==> src/rtl/sobel_pkg.sv <==
// Shared types, kernel coefficients and width helpers for the Sobel stream engine.
package sobel_pkg;

  typedef enum logic {
    MODE_MAG    = 1'b0,
    MODE_THRESH = 1'b1
  } mode_t;

  localparam int K_EDGE   = 1;
  localparam int K_CENTER = 2;

  function automatic int grad_width(input int pixel_bits);
    return pixel_bits + 3;
  endfunction

  function automatic int mag_width(input int pixel_bits);
    return pixel_bits + 4;
  endfunction

endpackage

==> src/rtl/sobel_stream_engine_if.sv <==
// Pixel stream in/out handshake plus per-frame result controls.
interface sobel_stream_engine_if
  import sobel_pkg::*;
#(
  parameter int PIXEL_BITS = 4
);
  logic                    in_valid;
  logic                    in_ready;
  logic [PIXEL_BITS-1:0]   in_pixel;
  logic                    in_sof;
  mode_t                   mode;
  logic [PIXEL_BITS+3:0]   threshold;
  logic                    out_valid;
  logic                    out_ready;
  logic [PIXEL_BITS-1:0]   out_pixel;
  logic                    out_sof;
  logic                    out_eol;

  modport master (
    output in_valid, in_pixel, in_sof, mode, threshold, out_ready,
    input  in_ready, out_valid, out_pixel, out_sof, out_eol
  );

  modport slave (
    input  in_valid, in_pixel, in_sof, mode, threshold, out_ready,
    output in_ready, out_valid, out_pixel, out_sof, out_eol
  );
endinterface

==> src/rtl/sobel_line_buffer.sv <==
// One-line pixel store: combinational read and clocked write at the same column address.
module sobel_line_buffer #(
  parameter int  DEPTH = 400,
  parameter int  WIDTH = 4,
  localparam int AW    = (DEPTH > 1) ? $clog2(DEPTH) : 1
) (
  input  logic             clk,
  input  logic             wr_en,
  input  logic [AW-1:0]    addr,
  input  logic [WIDTH-1:0] wr_data,
  output logic [WIDTH-1:0] rd_data
);

  // Contents are not reset; a frame always writes a column before reading it back.
  logic [WIDTH-1:0] mem [DEPTH];

  assign rd_data = mem[addr];

  always_ff @(posedge clk) begin
    if (wr_en) mem[addr] <= wr_data;
  end

endmodule

==> src/rtl/sobel_stream_engine.sv <==
// Streaming 3x3 Sobel: two line buffers, a sliding window and one output register.
module sobel_stream_engine
  import sobel_pkg::*;
#(
  parameter int IMG_WIDTH  = 400,
  parameter int IMG_HEIGHT = 300,
  parameter int PIXEL_BITS = 4,
  parameter int MAG_SHIFT  = 2
) (
  input logic                  clk,
  input logic                  n_rst,
  sobel_stream_engine_if.slave s
);

  localparam int CW = $clog2(IMG_WIDTH);
  localparam int RW = $clog2(IMG_HEIGHT);
  localparam int GW = grad_width(PIXEL_BITS);
  localparam int MW = mag_width(PIXEL_BITS);

  logic [CW-1:0]         col_q, cur_col;
  logic [RW-1:0]         row_q, cur_row;
  logic                  accept, emit, col_last, row_last;
  logic [PIXEL_BITS-1:0] lb_a_rd, lb_b_rd;
  logic [PIXEL_BITS-1:0] win  [3][3];
  logic [PIXEL_BITS-1:0] nwin [3][3];
  logic [GW-1:0]         e [3][3];
  logic [GW-1:0]         gx, gy, ax, ay;
  logic [MW-1:0]         mag, mag_sh;
  logic [PIXEL_BITS-1:0] result;
  logic                  out_valid_q, out_sof_q, out_eol_q;
  logic [PIXEL_BITS-1:0] out_pixel_q;

  assign s.in_ready  = !out_valid_q || s.out_ready;
  assign accept      = s.in_valid && s.in_ready;
  assign cur_col     = s.in_sof ? '0 : col_q;
  assign cur_row     = s.in_sof ? '0 : row_q;
  assign col_last    = (cur_col == CW'(IMG_WIDTH - 1));
  assign row_last    = (cur_row == RW'(IMG_HEIGHT - 1));
  assign emit        = accept && (cur_row >= RW'(2)) && (cur_col >= CW'(2));

  sobel_line_buffer #(.DEPTH(IMG_WIDTH), .WIDTH(PIXEL_BITS)) u_lb_a (
    .clk     (clk),
    .wr_en   (accept),
    .addr    (cur_col),
    .wr_data (s.in_pixel),
    .rd_data (lb_a_rd)
  );

  sobel_line_buffer #(.DEPTH(IMG_WIDTH), .WIDTH(PIXEL_BITS)) u_lb_b (
    .clk     (clk),
    .wr_en   (accept),
    .addr    (cur_col),
    .wr_data (lb_a_rd),
    .rd_data (lb_b_rd)
  );

  // Window as it will look after this accept: shifted left with the new column on the right.
  always_comb begin
    for (int i = 0; i < 3; i++) begin
      nwin[i][0] = win[i][1];
      nwin[i][1] = win[i][2];
    end
    nwin[0][2] = lb_b_rd;
    nwin[1][2] = lb_a_rd;
    nwin[2][2] = s.in_pixel;
    for (int i = 0; i < 3; i++)
      for (int j = 0; j < 3; j++)
        e[i][j] = GW'(nwin[i][j]);
  end

  always_comb begin
    gx = (e[0][2] * GW'(K_EDGE) + e[1][2] * GW'(K_CENTER) + e[2][2] * GW'(K_EDGE))
       - (e[0][0] * GW'(K_EDGE) + e[1][0] * GW'(K_CENTER) + e[2][0] * GW'(K_EDGE));
    gy = (e[2][0] * GW'(K_EDGE) + e[2][1] * GW'(K_CENTER) + e[2][2] * GW'(K_EDGE))
       - (e[0][0] * GW'(K_EDGE) + e[0][1] * GW'(K_CENTER) + e[0][2] * GW'(K_EDGE));
    ax     = gx[GW-1] ? -gx : gx;
    ay     = gy[GW-1] ? -gy : gy;
    mag    = MW'(ax) + MW'(ay);
    mag_sh = mag >> MAG_SHIFT;
    if (s.mode == MODE_THRESH)
      result = (mag >= s.threshold) ? '1 : '0;
    else if (mag_sh > MW'((1 << PIXEL_BITS) - 1))
      result = '1;
    else
      result = mag_sh[PIXEL_BITS-1:0];
  end

  always_ff @(posedge clk or negedge n_rst) begin
    if (!n_rst) begin
      col_q <= '0;
      row_q <= '0;
      for (int i = 0; i < 3; i++)
        for (int j = 0; j < 3; j++)
          win[i][j] <= '0;
    end else if (accept) begin
      if (col_last) begin
        col_q <= '0;
        row_q <= row_last ? '0 : cur_row + 1'b1;
      end else begin
        col_q <= cur_col + 1'b1;
        row_q <= cur_row;
      end
      win <= nwin;
    end
  end

  // A stalled register blocks accepts, so a load can only happen when it is free or draining.
  always_ff @(posedge clk or negedge n_rst) begin
    if (!n_rst) begin
      out_valid_q <= 1'b0;
      out_pixel_q <= '0;
      out_sof_q   <= 1'b0;
      out_eol_q   <= 1'b0;
    end else if (emit) begin
      out_valid_q <= 1'b1;
      out_pixel_q <= result;
      out_sof_q   <= (cur_row == RW'(2)) && (cur_col == CW'(2));
      out_eol_q   <= col_last;
    end else if (s.out_ready) begin
      out_valid_q <= 1'b0;
    end
  end

  assign s.out_valid = out_valid_q;
  assign s.out_pixel = out_pixel_q;
  assign s.out_sof   = out_sof_q;
  assign s.out_eol   = out_eol_q;

endmodule

==> src/flat_wrapper.sv <==
// flat-port wrapper written by rule: the top's interface ports become plain ports
module sobel_stream_engine_flat import sobel_pkg::*;
#(
  parameter int IMG_WIDTH  = 400,
  parameter int IMG_HEIGHT = 300,
  parameter int PIXEL_BITS = 4,
  parameter int MAG_SHIFT  = 2
)
  (clk, n_rst, s_in_valid, s_in_pixel, s_in_sof, s_mode, s_threshold, s_out_ready, s_in_ready, s_out_valid, s_out_pixel, s_out_sof, s_out_eol);
  sobel_stream_engine_if #(.PIXEL_BITS(PIXEL_BITS)) s_i ();
  input logic clk;
  input logic n_rst;
  input wire logic [$bits(s_i.in_valid)-1:0] s_in_valid;
  input wire logic [$bits(s_i.in_pixel)-1:0] s_in_pixel;
  input wire logic [$bits(s_i.in_sof)-1:0] s_in_sof;
  input wire logic [$bits(s_i.mode)-1:0] s_mode;
  input wire logic [$bits(s_i.threshold)-1:0] s_threshold;
  input wire logic [$bits(s_i.out_ready)-1:0] s_out_ready;
  output wire logic [$bits(s_i.in_ready)-1:0] s_in_ready;
  output wire logic [$bits(s_i.out_valid)-1:0] s_out_valid;
  output wire logic [$bits(s_i.out_pixel)-1:0] s_out_pixel;
  output wire logic [$bits(s_i.out_sof)-1:0] s_out_sof;
  output wire logic [$bits(s_i.out_eol)-1:0] s_out_eol;
  assign s_i.in_valid = s_in_valid;
  assign s_i.in_pixel = s_in_pixel;
  assign s_i.in_sof = s_in_sof;
  assign s_i.mode = s_mode;
  assign s_i.threshold = s_threshold;
  assign s_i.out_ready = s_out_ready;
  assign s_in_ready = s_i.in_ready;
  assign s_out_valid = s_i.out_valid;
  assign s_out_pixel = s_i.out_pixel;
  assign s_out_sof = s_i.out_sof;
  assign s_out_eol = s_i.out_eol;
  sobel_stream_engine #(.IMG_WIDTH(IMG_WIDTH), .IMG_HEIGHT(IMG_HEIGHT), .PIXEL_BITS(PIXEL_BITS), .MAG_SHIFT(MAG_SHIFT)) u_core (.clk(clk), .n_rst(n_rst), .s(s_i));
endmodule
==> config.mk <==
export PLATFORM = sky130hd
export DESIGN_NAME = sobel_stream_engine_flat
export DESIGN_NICKNAME = d
export VERILOG_FILES = /design/src/rtl/sobel_pkg.sv /design/src/rtl/sobel_stream_engine_if.sv /design/src/rtl/sobel_line_buffer.sv /design/src/rtl/sobel_stream_engine.sv /design/src/flat_wrapper.sv
export SDC_FILE = /design/constraint.sdc
export NUM_CORES = 2
export LEC_CHECK = 0
export ABC_AREA = 1
export ABC_CLOCK_PERIOD_IN_PS = 17720
export CORE_ASPECT_RATIO = 0.5
export CORE_MARGIN = 4
export CORE_UTILIZATION = 28
export DETAILED_ROUTE_END_ITERATION = 7
export HOLD_SLACK_MARGIN = 0.08
export SLEW_MARGIN = 40
export SYNTH_ARGS = -nofsm -noshare
export SYNTH_HDL_FRONTEND = slang
export SYNTH_SLANG_ARGS = --single-unit
==> constraint.sdc <==
create_clock -name clk -period 17.72 [get_ports clk]
set_clock_uncertainty 0.15 [all_clocks]
set_input_delay 3.544 -clock clk [delete_from_list [all_inputs] [get_ports clk]]
set_output_delay 3.544 -clock clk [all_outputs]
set_load 0.01 [all_outputs]
==> impl_metrics.ini <==
[status]
status = complete, no violations

[sta]
setup_viol = 0
slew_viol_final = 0
relSlewSlack_pct = 37.75
final-hold-violation-count = 0
grt_setup_unrepaired = false
period_share_pct = 76.86
period_needed_ns = 13.62
fmaxAchievable_ghz = 0.07343
fin_tns_setup_ns = 0
worst-slew-pin-transition_ns = 0.9315

[route]
firstDrtPassIters = 7
drtIter0Drc = 11490
via_per_inst = 5.106
ant_nets = 0
postRouteWirelength_um = 398900
num_vias = 87750
drcViolationCount = 0
post_drt_wl_per_cell_um = 23.21

[finish]
area_growth_pct = 12.94
drive_gt1_share_pct = 7.794
nets = 10740
num-fill-cells = 46480
postLayoutCoreUtil_pct = 31.84

[clock_network]
htreeDepth = 5
cts_resized = 0
insertion_delay_ns = 0.91
clk_pin_slew_ns = 0.06
cts_buffers = 323
cts_setup_buffers = 0
clk_path_buf_depth = 4
clock-sinks = 3249
hold_buffers = 0
cts_root_buf = clkbuf_16
cts_tree = yes

[yosys]
avgSynthCellArea_sq_um = 12.29
ys_ff_latch = 3249
synth_common_cells = edfxtp_1, nand2_1, nor2_1
netlist_area_sq_um = 132900
synth-edff-count = 3200
syn_inst = 10810
ys.flop_type = edfxtp_1
synth_nets = 10900
ys_seq_area_share_pct = 73.23
synth.distinct_cells = 56
synth_most_common_cell = edfxtp_1
yosysTopAreaCell = edfxtp_1
synth_top_area_share_pct = 72.30
yosys-top-cells-area = edfxtp_1, nand2_1, nor2_1, o21ai_0, nand3_1
yosys_warnings = 0
async_reset_ff_share_pct = 1.508

[grt]
grt_max_degree = 177
grt_pass1_wl_um = 579900
antenna_found_initial = 16
grt_pass1_vias = 83800
overflow = 0
grt.total_usage_pct = 15.70

[placement]
portBuffers = 25
gp_congestion = 0.8411
dp_hpwl_um = 221000

[power_and_ir_drop]
peakVddDrop_uv = 778.9
p_leak_uw = 0.05011
pwr_density_cell_nw_per_um2 = 160.1
p_total_uw = 24030

[critical_path]
cp-start-kind = input port
worst-path-buf-inv = 10
arrival_ns = 14.22
crit_required_ns = 18.32
critPathTopFamily = simple AND/OR/NAND/NOR gates
crit_path_max_incr_delay_ns = 0.53
cp-end-kind = flop
crit_top_cell = nand2_1
path_class = input port to flop
critPathMaxFanout = 102
rrSetupSlack_ns = 6.76
slowest_stage = fa_1

[floorplanning]
die_y_um = 495.2
num_io_pins = 26
initial_utilization_pct = 28.19
core_area_sq_um = 471500
row_count = 178
dieArea_sq_um = 486400
die_w_um = 982.3

[job]
cap_violations = 0

[min_path]
hold_class = flop to flop
placed cells by master (no fill, tap or decap), drive strengths merged, types with 9 or more instances in the layout:
| cell type | n |
|---|---|
| edfxtp | 3200 |
| nand2 | 2870 |
| nor2 | 1122 |
| o21ai | 701 |
| nand3 | 622 |
| clkbuf | 420 |
| a21oi | 408 |
| o22ai | 270 |
| inv | 242 |
| buf | 205 |
| a32oi | 156 |
| a32o | 121 |
| clkinv | 111 |
| ha | 55 |
| a22o | 53 |
| nand4 | 49 |
| dfrtp | 49 |
| or2 | 28 |
| nor3 | 25 |
| xor2 | 24 |
| fa | 20 |
| clkdlybuf4s50 | 20 |
| bufinv | 13 |
| o221ai | 12 |
| a22oi | 11 |
| xnor2 | 11 |
| a41oi | 9 |
worst paths after layout:
path,from,cells after the start,end
min in group asynchronous,n_rst,2,u_core.s.out_pixel[2]
max in group asynchronous,n_rst,2,u_core.col_q[0]
hold reg to reg,u_core.e[31],2,u_core.e[38]
setup / recovery,s_in_sof,53,u_core.s.out_pixel[3]
hold / removal,u_core.e[31],2,u_core.e[38]
setup reg to reg,u_core.col_q[0],47,u_core.s.out_pixel[3]
sequential cells by signal, indices dropped and copies added, names as in the netlist:
| signal | count |
|---|---|
| u_core.row_q | 9 |
| u_core.s.out_pixel | 4 |
| u_core.u_lb_a.mem | 1600 |
| u_core.s.out_valid | 1 |
| u_core.col_q | 9 |
| u_core.u_lb_b.mem | 1600 |
| u_core.s.out_sof | 1 |
| u_core.e | 24 |
| u_core.s.out_eol | 1 |
report_power, final:
part | internal (uW) | switching, uW | total (uW) | leakage (uW)
Sequential | 9040 | 42.4 | 9090 | 0.0294
Clock | 3630 | 2900 | 6530 | 0.00477
Combinational | 2860 | 5560 | 8420 | 0.0160
metrics by stage:
stage | hold WS [ns] | cell area (sq um) | setup WS (ns) | std cells
after floorplan | 0.2922 | 132900 | 1.236 | 10810
after global placement | 0.3140 | 139600 | 2.644 | 16620
after detailed placement | 0.3140 | 140000 | 3.138 | 16620
after CTS | 0.3230 | 149700 | 4.071 | 17180
after global routing | 0.3631 | 150100 | 3.289 | 17180
final | 0.3264 | 150100 | 4.101 | 17190
cell families (layout without fill, tap and decap cells):
group           Yosys count  after routing  share of synthesized area (%)
xor+xnor                 35             35                         0.2307
other cells               0              5                              0
compound gates         1787           1787                          8.208
fa+ha+maj                75             75                         0.8191
simple gates           4722           4722                          14.14
flops                  3249           3249                          73.23
buf+inv                 942           1012                          3.374
tightest hold or removal path: stages, from the launching register on:
cell and delay [ns]:
dfrtp_1 0.34, nand2_1 0.05, nand2_1 0.05
metal layers:
layer	up-vias	GRT usage [%]	share of wire [%]
met5	-	0	0.054
met4	8	6.068	3.6
li1	38450	-	-
met2	4573	24.38	45
met3	750	3.476	10
met1	43970	21.51	41
cell type report:
type,instances,area (sq um),area share (%)
multi-input combinational,6619,31760,21.16
clock inverter,135,1079,0.7185
sequential,3249,97320,64.84
tap,6300,7883,5.252
timing repair buffer,225,2476,1.650
inverter,232,933.4,0.6218
clock buffer,420,8636,5.753
antenna,5,12.51,0.008336
Note: power is estimated with default switching activity, not from simulation.
